`src/rtl/systolic_pe_mac_if.sv`:
```
// Operand, control and drain-port bundle for one systolic MAC processing element.
// The master side drives operands and control; the slave side is the PE.
interface systolic_pe_mac_if #(
  parameter int unsigned DATA_W = 8
);
  logic              en;
  logic [DATA_W-1:0] a_in;
  logic              a_valid_in;
  logic [DATA_W-1:0] b_in;
  logic              b_valid_in;
  logic              clear;
  logic              drain_start;
  logic [DATA_W-1:0] a_out;
  logic              a_valid_out;
  logic [DATA_W-1:0] b_out;
  logic              b_valid_out;
  logic [7:0]        dout;
  logic              dout_valid;
  logic              dout_ready;
  logic              dout_last;
  logic              ovf;
  logic              err;

  modport master (
    output en, a_in, a_valid_in, b_in, b_valid_in, clear, drain_start, dout_ready,
    input  a_out, a_valid_out, b_out, b_valid_out, dout, dout_valid, dout_last, ovf, err
  );

  modport slave (
    input  en, a_in, a_valid_in, b_in, b_valid_in, clear, drain_start, dout_ready,
    output a_out, a_valid_out, b_out, b_valid_out, dout, dout_valid, dout_last, ovf, err
  );
endinterface

```
`src/rtl/systolic_pe_mac.sv`:
```
// Signed saturating MAC processing element with west/east and north/south operand
// forwarding and a byte-serial valid/ready drain of the accumulator snapshot.
module systolic_pe_mac #(
  parameter int unsigned DATA_W = 8,
  parameter int unsigned ACC_W  = 20
) (
  input logic              clk,
  input logic              rst_n,
  systolic_pe_mac_if.slave bus
);
  localparam int unsigned PROD_W = 2 * DATA_W;
  localparam int unsigned NB     = ((ACC_W + 7) / 8) * 8;
  localparam int unsigned NBYTES = NB / 8;
  localparam int unsigned CNT_W  = (NBYTES > 1) ? $clog2(NBYTES) : 1;
  localparam logic [ACC_W-1:0] ACC_MAX = {1'b0, {(ACC_W-1){1'b1}}};
  localparam logic [ACC_W-1:0] ACC_MIN = {1'b1, {(ACC_W-1){1'b0}}};

  typedef enum logic {S_RUN = 1'b0, S_DRAIN = 1'b1} state_e;

  state_e                   r_state;
  state_e                   w_state_nxt;
  logic signed [ACC_W-1:0]  r_acc;
  logic                     r_ovf;
  logic                     r_err;
  logic [NB-1:0]            r_shreg;
  logic [CNT_W-1:0]         r_byte_cnt;
  logic [DATA_W-1:0]        r_a;
  logic [DATA_W-1:0]        r_b;
  logic                     r_a_v;
  logic                     r_b_v;

  logic                     w_mac;
  logic                     w_mismatch;
  logic                     w_snap;
  logic                     w_drain_err;
  logic                     w_accept;
  logic                     w_last;
  logic                     w_sat_hi;
  logic                     w_sat_lo;
  logic                     w_dout_valid;
  logic [7:0]               w_dout;
  logic                     w_dout_last;
  logic signed [PROD_W-1:0] w_a_ext;
  logic signed [PROD_W-1:0] w_b_ext;
  logic signed [PROD_W-1:0] w_prod;
  logic signed [ACC_W-1:0]  w_base;
  logic signed [ACC_W:0]    w_sum;
  logic signed [ACC_W-1:0]  w_acc_nxt;

  // Product and one-bit-wider sum; a clear or snapshot zeroes the addend base.
  always_comb begin
    w_mac       = bus.a_valid_in & bus.b_valid_in;
    w_mismatch  = bus.a_valid_in ^ bus.b_valid_in;
    w_snap      = bus.drain_start && (r_state == S_RUN);
    w_drain_err = bus.drain_start && (r_state == S_DRAIN);
    w_a_ext     = PROD_W'($signed(bus.a_in));
    w_b_ext     = PROD_W'($signed(bus.b_in));
    w_prod      = w_a_ext * w_b_ext;
    w_base      = (bus.clear || w_snap) ? '0 : r_acc;
    w_sum       = (ACC_W+1)'(w_base) + (ACC_W+1)'(w_prod);
    w_sat_hi    = !w_sum[ACC_W] &&  w_sum[ACC_W-1];
    w_sat_lo    =  w_sum[ACC_W] && !w_sum[ACC_W-1];
    if (w_sat_hi)      w_acc_nxt = ACC_MAX;
    else if (w_sat_lo) w_acc_nxt = ACC_MIN;
    else               w_acc_nxt = w_sum[ACC_W-1:0];
  end

  always_ff @(posedge clk or negedge rst_n) begin
    if (!rst_n) begin
      r_acc <= '0;
      r_ovf <= 1'b0;
      r_err <= 1'b0;
    end else if (bus.en) begin
      if (w_mac)                    r_acc <= w_acc_nxt;
      else if (bus.clear || w_snap) r_acc <= '0;
      if (bus.clear)                           r_ovf <= 1'b0;
      else if (w_mac && (w_sat_hi || w_sat_lo)) r_ovf <= 1'b1;
      if (bus.clear)                        r_err <= 1'b0;
      else if (w_mismatch || w_drain_err)   r_err <= 1'b1;
    end
  end

  always_ff @(posedge clk or negedge rst_n) begin
    if (!rst_n) begin
      r_a   <= '0;
      r_b   <= '0;
      r_a_v <= 1'b0;
      r_b_v <= 1'b0;
    end else if (bus.en) begin
      if (bus.a_valid_in) r_a <= bus.a_in;
      if (bus.b_valid_in) r_b <= bus.b_in;
      r_a_v <= bus.a_valid_in;
      r_b_v <= bus.b_valid_in;
    end
  end

  always_ff @(posedge clk or negedge rst_n) begin
    if (!rst_n) r_state <= S_RUN;
    else if (bus.en) r_state <= w_state_nxt;
  end

  always_comb begin
    w_state_nxt  = r_state;
    w_dout_valid = 1'b0;
    w_dout       = '0;
    w_dout_last  = 1'b0;
    w_accept     = 1'b0;
    w_last       = (r_byte_cnt == CNT_W'(NBYTES - 1));
    case (r_state)
      S_RUN: begin
        if (bus.drain_start) w_state_nxt = S_DRAIN;
      end
      S_DRAIN: begin
        w_dout_valid = bus.en;
        w_dout       = r_shreg[7:0];
        w_dout_last  = w_last;
        w_accept     = bus.en && bus.dout_ready;
        if (w_accept && w_last) w_state_nxt = S_RUN;
      end
      default: w_state_nxt = S_RUN;
    endcase
  end

  // Snapshot is sign-extended to whole bytes; each accept shifts out the low byte.
  always_ff @(posedge clk or negedge rst_n) begin
    if (!rst_n) begin
      r_shreg    <= '0;
      r_byte_cnt <= '0;
    end else if (bus.en) begin
      if (w_snap) begin
        r_shreg    <= NB'(r_acc);
        r_byte_cnt <= '0;
      end else if (w_accept) begin
        r_shreg    <= r_shreg >> 8;
        r_byte_cnt <= r_byte_cnt + CNT_W'(1);
      end
    end
  end

  assign bus.a_out       = r_a;
  assign bus.a_valid_out = r_a_v;
  assign bus.b_out       = r_b;
  assign bus.b_valid_out = r_b_v;
  assign bus.dout        = w_dout;
  assign bus.dout_valid  = w_dout_valid;
  assign bus.dout_last   = w_dout_last;
  assign bus.ovf         = r_ovf;
  assign bus.err         = r_err;
endmodule

```
`src/flat_wrapper.sv`:
```
// flat-port wrapper written by rule: the top's interface ports become plain ports
module systolic_pe_mac_flat 
#(
  parameter int unsigned DATA_W = 8,
  parameter int unsigned ACC_W  = 20
)
  (clk, rst_n, bus_en, bus_a_in, bus_a_valid_in, bus_b_in, bus_b_valid_in, bus_clear, bus_drain_start, bus_dout_ready, bus_a_out, bus_a_valid_out, bus_b_out, bus_b_valid_out, bus_dout, bus_dout_valid, bus_dout_last, bus_ovf, bus_err);
  systolic_pe_mac_if #(.DATA_W(DATA_W)) bus_i ();
  input logic clk;
  input logic rst_n;
  input wire logic [$bits(bus_i.en)-1:0] bus_en;
  input wire logic [$bits(bus_i.a_in)-1:0] bus_a_in;
  input wire logic [$bits(bus_i.a_valid_in)-1:0] bus_a_valid_in;
  input wire logic [$bits(bus_i.b_in)-1:0] bus_b_in;
  input wire logic [$bits(bus_i.b_valid_in)-1:0] bus_b_valid_in;
  input wire logic [$bits(bus_i.clear)-1:0] bus_clear;
  input wire logic [$bits(bus_i.drain_start)-1:0] bus_drain_start;
  input wire logic [$bits(bus_i.dout_ready)-1:0] bus_dout_ready;
  output wire logic [$bits(bus_i.a_out)-1:0] bus_a_out;
  output wire logic [$bits(bus_i.a_valid_out)-1:0] bus_a_valid_out;
  output wire logic [$bits(bus_i.b_out)-1:0] bus_b_out;
  output wire logic [$bits(bus_i.b_valid_out)-1:0] bus_b_valid_out;
  output wire logic [$bits(bus_i.dout)-1:0] bus_dout;
  output wire logic [$bits(bus_i.dout_valid)-1:0] bus_dout_valid;
  output wire logic [$bits(bus_i.dout_last)-1:0] bus_dout_last;
  output wire logic [$bits(bus_i.ovf)-1:0] bus_ovf;
  output wire logic [$bits(bus_i.err)-1:0] bus_err;
  assign bus_i.en = bus_en;
  assign bus_i.a_in = bus_a_in;
  assign bus_i.a_valid_in = bus_a_valid_in;
  assign bus_i.b_in = bus_b_in;
  assign bus_i.b_valid_in = bus_b_valid_in;
  assign bus_i.clear = bus_clear;
  assign bus_i.drain_start = bus_drain_start;
  assign bus_i.dout_ready = bus_dout_ready;
  assign bus_a_out = bus_i.a_out;
  assign bus_a_valid_out = bus_i.a_valid_out;
  assign bus_b_out = bus_i.b_out;
  assign bus_b_valid_out = bus_i.b_valid_out;
  assign bus_dout = bus_i.dout;
  assign bus_dout_valid = bus_i.dout_valid;
  assign bus_dout_last = bus_i.dout_last;
  assign bus_ovf = bus_i.ovf;
  assign bus_err = bus_i.err;
  systolic_pe_mac #(.DATA_W(DATA_W), .ACC_W(ACC_W)) u_core (.clk(clk), .rst_n(rst_n), .bus(bus_i));
endmodule
```
`config.mk`:
```
export PLATFORM = sky130hd
export DESIGN_NAME = systolic_pe_mac_flat
export DESIGN_NICKNAME = d
export VERILOG_FILES = /design/src/rtl/systolic_pe_mac_if.sv /design/src/rtl/systolic_pe_mac.sv /design/src/flat_wrapper.sv
export SDC_FILE = /design/constraint.sdc
export NUM_CORES = 1
export LEC_CHECK = 0
export CAP_MARGIN = 20
export CORE_UTILIZATION = 40
export DETAILED_ROUTE_END_ITERATION = 10
export GPL_TIMING_DRIVEN = 0
export HOLD_SLACK_MARGIN = 0.03
export PLACE_DENSITY = 0.65
export SYNTH_ARGS = -nofsm -noshare
export SYNTH_HDL_FRONTEND = slang
export SYNTH_SLANG_ARGS = --single-unit
```
`constraint.sdc`:
```
create_clock -name clk -period 10.1 [get_ports clk]
set_clock_uncertainty 0.2 [all_clocks]
set_input_delay 2.02 -clock clk [delete_from_list [all_inputs] [get_ports clk]]
set_output_delay 2.02 -clock clk [all_outputs]
set_load 0.005 [all_outputs]
```
Word-level counts from Yosys, hierarchy flattened
Cells that the tools add are included.

operators by class
  add/subtract/negate cells = 2
  multipliers = 1
  divide/modulo/power cells = 0
  magnitude comparators = 0
  eq/ne operators = 1
  shifts and indexed selects = 0
  muxes and demuxes = 19
  bitwise gates (word level) = 3
  reductions and logical operators = 20

operators with widths
  operator                                                        number
  20-bit 2-to-1 mux                                               4
  24-bit 2-to-1 mux                                               2
  20-bit by 16-bit adder with 21-bit output                       1
  8-bit by 8-bit multiplier with 16-bit output                    1
  2-bit AND reduction                                             5
  1-bit 2-to-1 mux                                                9
  8-bit 2-to-1 mux                                                1
  1-bit logical AND                                               7
  2-bit nonzero test                                              3
  2-bit 2-to-1 mux                                                2
  1-bit logical OR                                                3
  2-bit by 1-bit adder with 2-bit output (second input constant)  1
  2-bit equality test (second input constant)                     1
  1-bit logical NOT                                               2
  1-bit case mux with 2 select lines                              1
  1-bit bitwise AND                                               1
  1-bit NOT                                                       1
  1-bit XOR                                                       1

word-level totals
  register bits = 67
  latch bits = 0
  memory bits (writable) = 0
  bits in read-only memories = 0
  input port bits = 24
  output and inout bits = 30
  word-level logic and storage cells = 56
  memories kept = 0

Longest topological paths before layout
  word-level depth = 11
  gate-level depth with buffers = 25

Worst setup path before layout
No wires, ideal clock.

  kind = input-to-reg
  start point = input port bus_b_in[0]
  end point = register u_core.r_acc[17]
  library setup time = 0.140 ns
  arrival = 7.566 ns
  required time = 9.760 ns
  setup slack = 2.194 ns
  stages = 20
  path through = clkbuf_1 > and2_1 > inv_1 > fa_1 > inv_1 > fa_1 > fa_1 > fa_1 > fa_1 > ha_1 > o21ai_0 > o21ai_2 > and4bb_2 > or2_4 > xnor2_1 > ha_1 > nor2b_1 > o21a_1 > a221oi_1 > o211ai_1

between the ends
  cells in the longest elaborated chain, start to end = 7

RTL lines
  what                                            RTL line               RTL
  from (decl)                                     flat_wrapper.sv:14     input wire logic [$bits(bus_i.b_in)-1:0] bus_b_in;
  8-bit by 8-bit multiplier with 16-bit output *  systolic_pe_mac.sv:58  w_prod = w_a_ext * w_b_ext;
  20-bit by 16-bit adder with 21-bit output *     systolic_pe_mac.sv:60  w_sum = (ACC_W+1)'(w_base) + (ACC_W+1)'(w_prod);
  1-bit logical NOT                               systolic_pe_mac.sv:62  w_sat_lo = w_sum[ACC_W] && !w_sum[ACC_W-1];
  1-bit logical AND                               systolic_pe_mac.sv:62
  20-bit 2-to-1 mux                               systolic_pe_mac.sv:64  else if (w_sat_lo) w_acc_nxt = ACC_MIN;
  20-bit 2-to-1 mux *                             systolic_pe_mac.sv:63  if (w_sat_hi) w_acc_nxt = ACC_MAX;
  20-bit 2-to-1 mux *                             systolic_pe_mac.sv:74  if (w_mac) r_acc <= w_acc_nxt;
  to (signal assigned)                            systolic_pe_mac.sv:74
  to (decl)                                       systolic_pe_mac.sv:22  logic signed [ACC_W-1:0] r_acc;

Every way passes the cells marked *; elsewhere a longest branch is shown, timed or not.
A chain may end at the register's enable or synchronous reset.

Worst setup path in the final report
  start point = input port bus_drain_start
  end point = register u_core.r_acc[3]

between the ends
  cells in the longest elaborated chain, start to end = 9

RTL lines
  what                                       RTL line                                      RTL
  from (decl)                                flat_wrapper.sv:17                            input wire logic [$bits(bus_i.drain_start)-1:0] bus_drain_start;
  1-bit logical AND *                        systolic_pe_mac.sv:54                         w_snap = bus.drain_start && (r_state == S_RUN);
  1-bit logical OR *                         systolic_pe_mac.sv:59, systolic_pe_mac.sv:75
  20-bit 2-to-1 mux *                        systolic_pe_mac.sv:59                         w_base = (bus.clear || w_snap) ? '0 : r_acc;
  20-bit by 16-bit adder with 21-bit output  systolic_pe_mac.sv:60
  1-bit logical NOT                          systolic_pe_mac.sv:62
  1-bit logical AND                          systolic_pe_mac.sv:62
  20-bit 2-to-1 mux                          systolic_pe_mac.sv:64
  20-bit 2-to-1 mux                          systolic_pe_mac.sv:63
  20-bit 2-to-1 mux *                        systolic_pe_mac.sv:74

Marked as above.

==> metrics <==
status=complete, no violations; Net count, final=887; cts repair resizes=0; crit-path max FO=10; initial antenna violation count=0; Crit path largest cell delay=0.55 ns; Cell Area, Synth=6638 µm²; Slew Viols, Final=0; Initial Util=0.4134; CTS Hold Bufs=0; Unique masters post-synth=55; DP HPWL=11900 µm; row count=46; Mapped Nets=827; # setup viols final=0; Top Ports=54; Filler cells=1457; Antenna diodes=0; RePlAce Congestion=0.8179; TritonCTS clock tree=done; HP Class=reg -> reg; top_reg_cell synth=dfrtp_1; TritonCTS buffer count=9; Area Growth Syn to Fin=16.04%; CTS Sinks=63; CP arrival=8.85 ns; Post-synth EDFFs=0; DIE WIDTH=130.8 µm; Mapped Cells=659; Routed Antenna Nets=0; Synth Area per Inst=10.07 µm²; critical path startpoint=bus_drain_start; Top Family by Delay on Critical Path=adder cells; Tightest Pin Transition=0.8864 ns; gr ovfl total=0; RSZ-0062 raised after global routing=false; critical path required time=10.10 ns; reg2reg start=u_core.r_state$_DFFE_PN0P_; largest net degree at the start of global routing=64; sequential area share after synthesis=0.2375; Core ar.=16060 µm²; Slew headroom=0.4091; H-tree depth=3; CP Buf/Inv Count=6; synth warn=0; drt pass-1 iters=4; register bit total from synthesis=63; area leader, netlist=fa_1; Global Route Usage Sum=0.1939; Port Buffers=49; routed vias/inst=5.172; die area=17110 µm²; Post-CTS Setup Bufs=0; area fraction of the dominant cell type after synthesis=0.2775; number of global-route vias before repair=5153; CP max-delay cell=fa_1; CTS root buffer=clkbuf_16; residual DRC count=0; post-layout min period=8.850 ns; setup tns final=0 ns; final worst-path cycle share=0.8763; share of cells above drive strength 1=0.06492; CTS clk-pin slew, worst paths=0.05 ns; Clock Path Buffers=2; footprint of the multi-input gates=4638 µm²; first-pass GRT wire length=25440 µm; wire per inst=15.63 µm; Async SR Flop Fraction=1.000; Fmax=113.0 MHz; top post-synthesis cells by count=fa_1, inv_1, nand2_1, dfrtp_1, and2_1; CP startpoint kind=input port; max-cap violation count=0; CP dominant cell by count=fa_1; setup slack, reg-to-reg=3.02 ns; Worst setup EP type=register; Die Y-Extent=130.8 µm; hold_sp=u_core.r_shreg[22]$_DFFE_PN0P_; Synth area leaders=fa_1, dfrtp_1, ha_1; worst skew pair latency=0.34 ns; WL final=14690 µm; crit path kind=in -> reg; via count=4862; critical path cell sequence=clkdlybuf4s50_1 > nor2b_1 > nor2_1 > clkbuf_1 > nand2_1 > fa_1 > inv_1 > fa_1 > inv_1 > fa_1 > inv_1 > fa_1 > fa_1 > ha_1 > a211oi_1 > o21ai_2 > and4bb_2 > or2_4 > xnor2_1 > ha_1 > clkinv_1 > a21oi_1 > o21ai_0; most frequent cell after synthesis=fa_1; initial drt markers=295; FF+latch area=1577 µm²; final hold violations=0
per-layer routing:
| metal | track usage | wire length (µm) | vias up |
|---|---|---|---|
| met4 | 0.06829 | 291 | 0 |
| met5 | 0 | 0 | - |
| li1 | - | - | 2282 |
| met1 | 0.2428 | 6393 | 2475 |
| met2 | 0.3427 | 7602 | 88 |
| met3 | 0.02565 | 404 | 17 |
logic make-up after synthesis:
family          Yosys count  synth area share
fa+ha+maj               144            0.3755
buf+inv                 109           0.06371
xor+xnor                 18           0.02375
simple gates            176            0.1352
compound gates          122            0.1208
flops                    63            0.2375
mux                      27           0.04354
layout make-up:
| cell class | instances | area share |
|---|---|---|
| timing repair buffer | 49 | 0.06335 |
| sequential | 63 | 0.2047 |
| clock buffer | 11 | 0.03151 |
| buffer | 22 | 0.01251 |
| multi-input combinational | 487 | 0.6022 |
| clock inverter | 5 | 0.008285 |
| tap | 216 | 0.03509 |
| inverter | 87 | 0.04240 |
registers in the layout, summed over array words and instances, names as in the netlist:
| name | count |
|---|---|
| u_core.bus.err | 1 |
| u_core.bus.a_out | 8 |
| u_core.r_acc | 20 |
| u_core.bus.b_valid_out | 1 |
| u_core.r_state | 1 |
| u_core.r_shreg | 20 |
| u_core.r_byte_cnt | 2 |
| u_core.bus.a_valid_out | 1 |
| u_core.bus.b_out | 8 |
| u_core.bus.ovf | 1 |
path summary, 6_finish.rpt:
path / cells past startpoint / end
max: 23 / u_core.r_acc[3]$_DFFE_PN0P_
min: 2 / u_core.r_shreg[22]$_DFFE_PN0P_
max reg2reg: 23 / u_core.r_acc[3]$_DFFE_PN0P_
min reg2reg: 2 / u_core.r_shreg[22]$_DFFE_PN0P_
max in group asynchronous: 1 / u_core.bus.b_out[3]$_DFFE_PN0P_
min in group asynchronous: 1 / u_core.bus.err$_DFFE_PN0P_
per-stage QoR:
step                hold slack [ns]  instance area, µm²    util  setup WS (ns)  cells
floorplan                    0.2304                6638       -          2.194    659
global placement             0.2455                7398  0.4607          1.031    924
detailed placement           0.2476                7396  0.4606         0.9398    924
CTS                          0.2602                7702  0.4797          1.284    940
global route                 0.2782                7702  0.4797         0.7580    940
finish                       0.2570                7702  0.4797          1.250    940
layout by cell type, fill, tap and decap left out, types with 14 or more instances in the layout:
cell type,synthesis,layout
inv_1,85,85
o21ai_0,38,38
clkbuf_1,16,17
dfrtp_1,63,63
fa_1,92,92
mux2_2,15,15
clkdlybuf4s50_1,0,48
ha_1,52,52
and2_1,61,61
a21oi_1,33,33
xnor2_1,14,14
nand2_1,73,73
tightest hold or removal path: stages (launching register included):
cell and delay (ns):
dfrtp_1 0.33, nand2_1 0.05, nand2_1 0.05
Power is not shown: default switching activity piles up to over one toggle a cycle in this logic, so the estimate is an artifact.
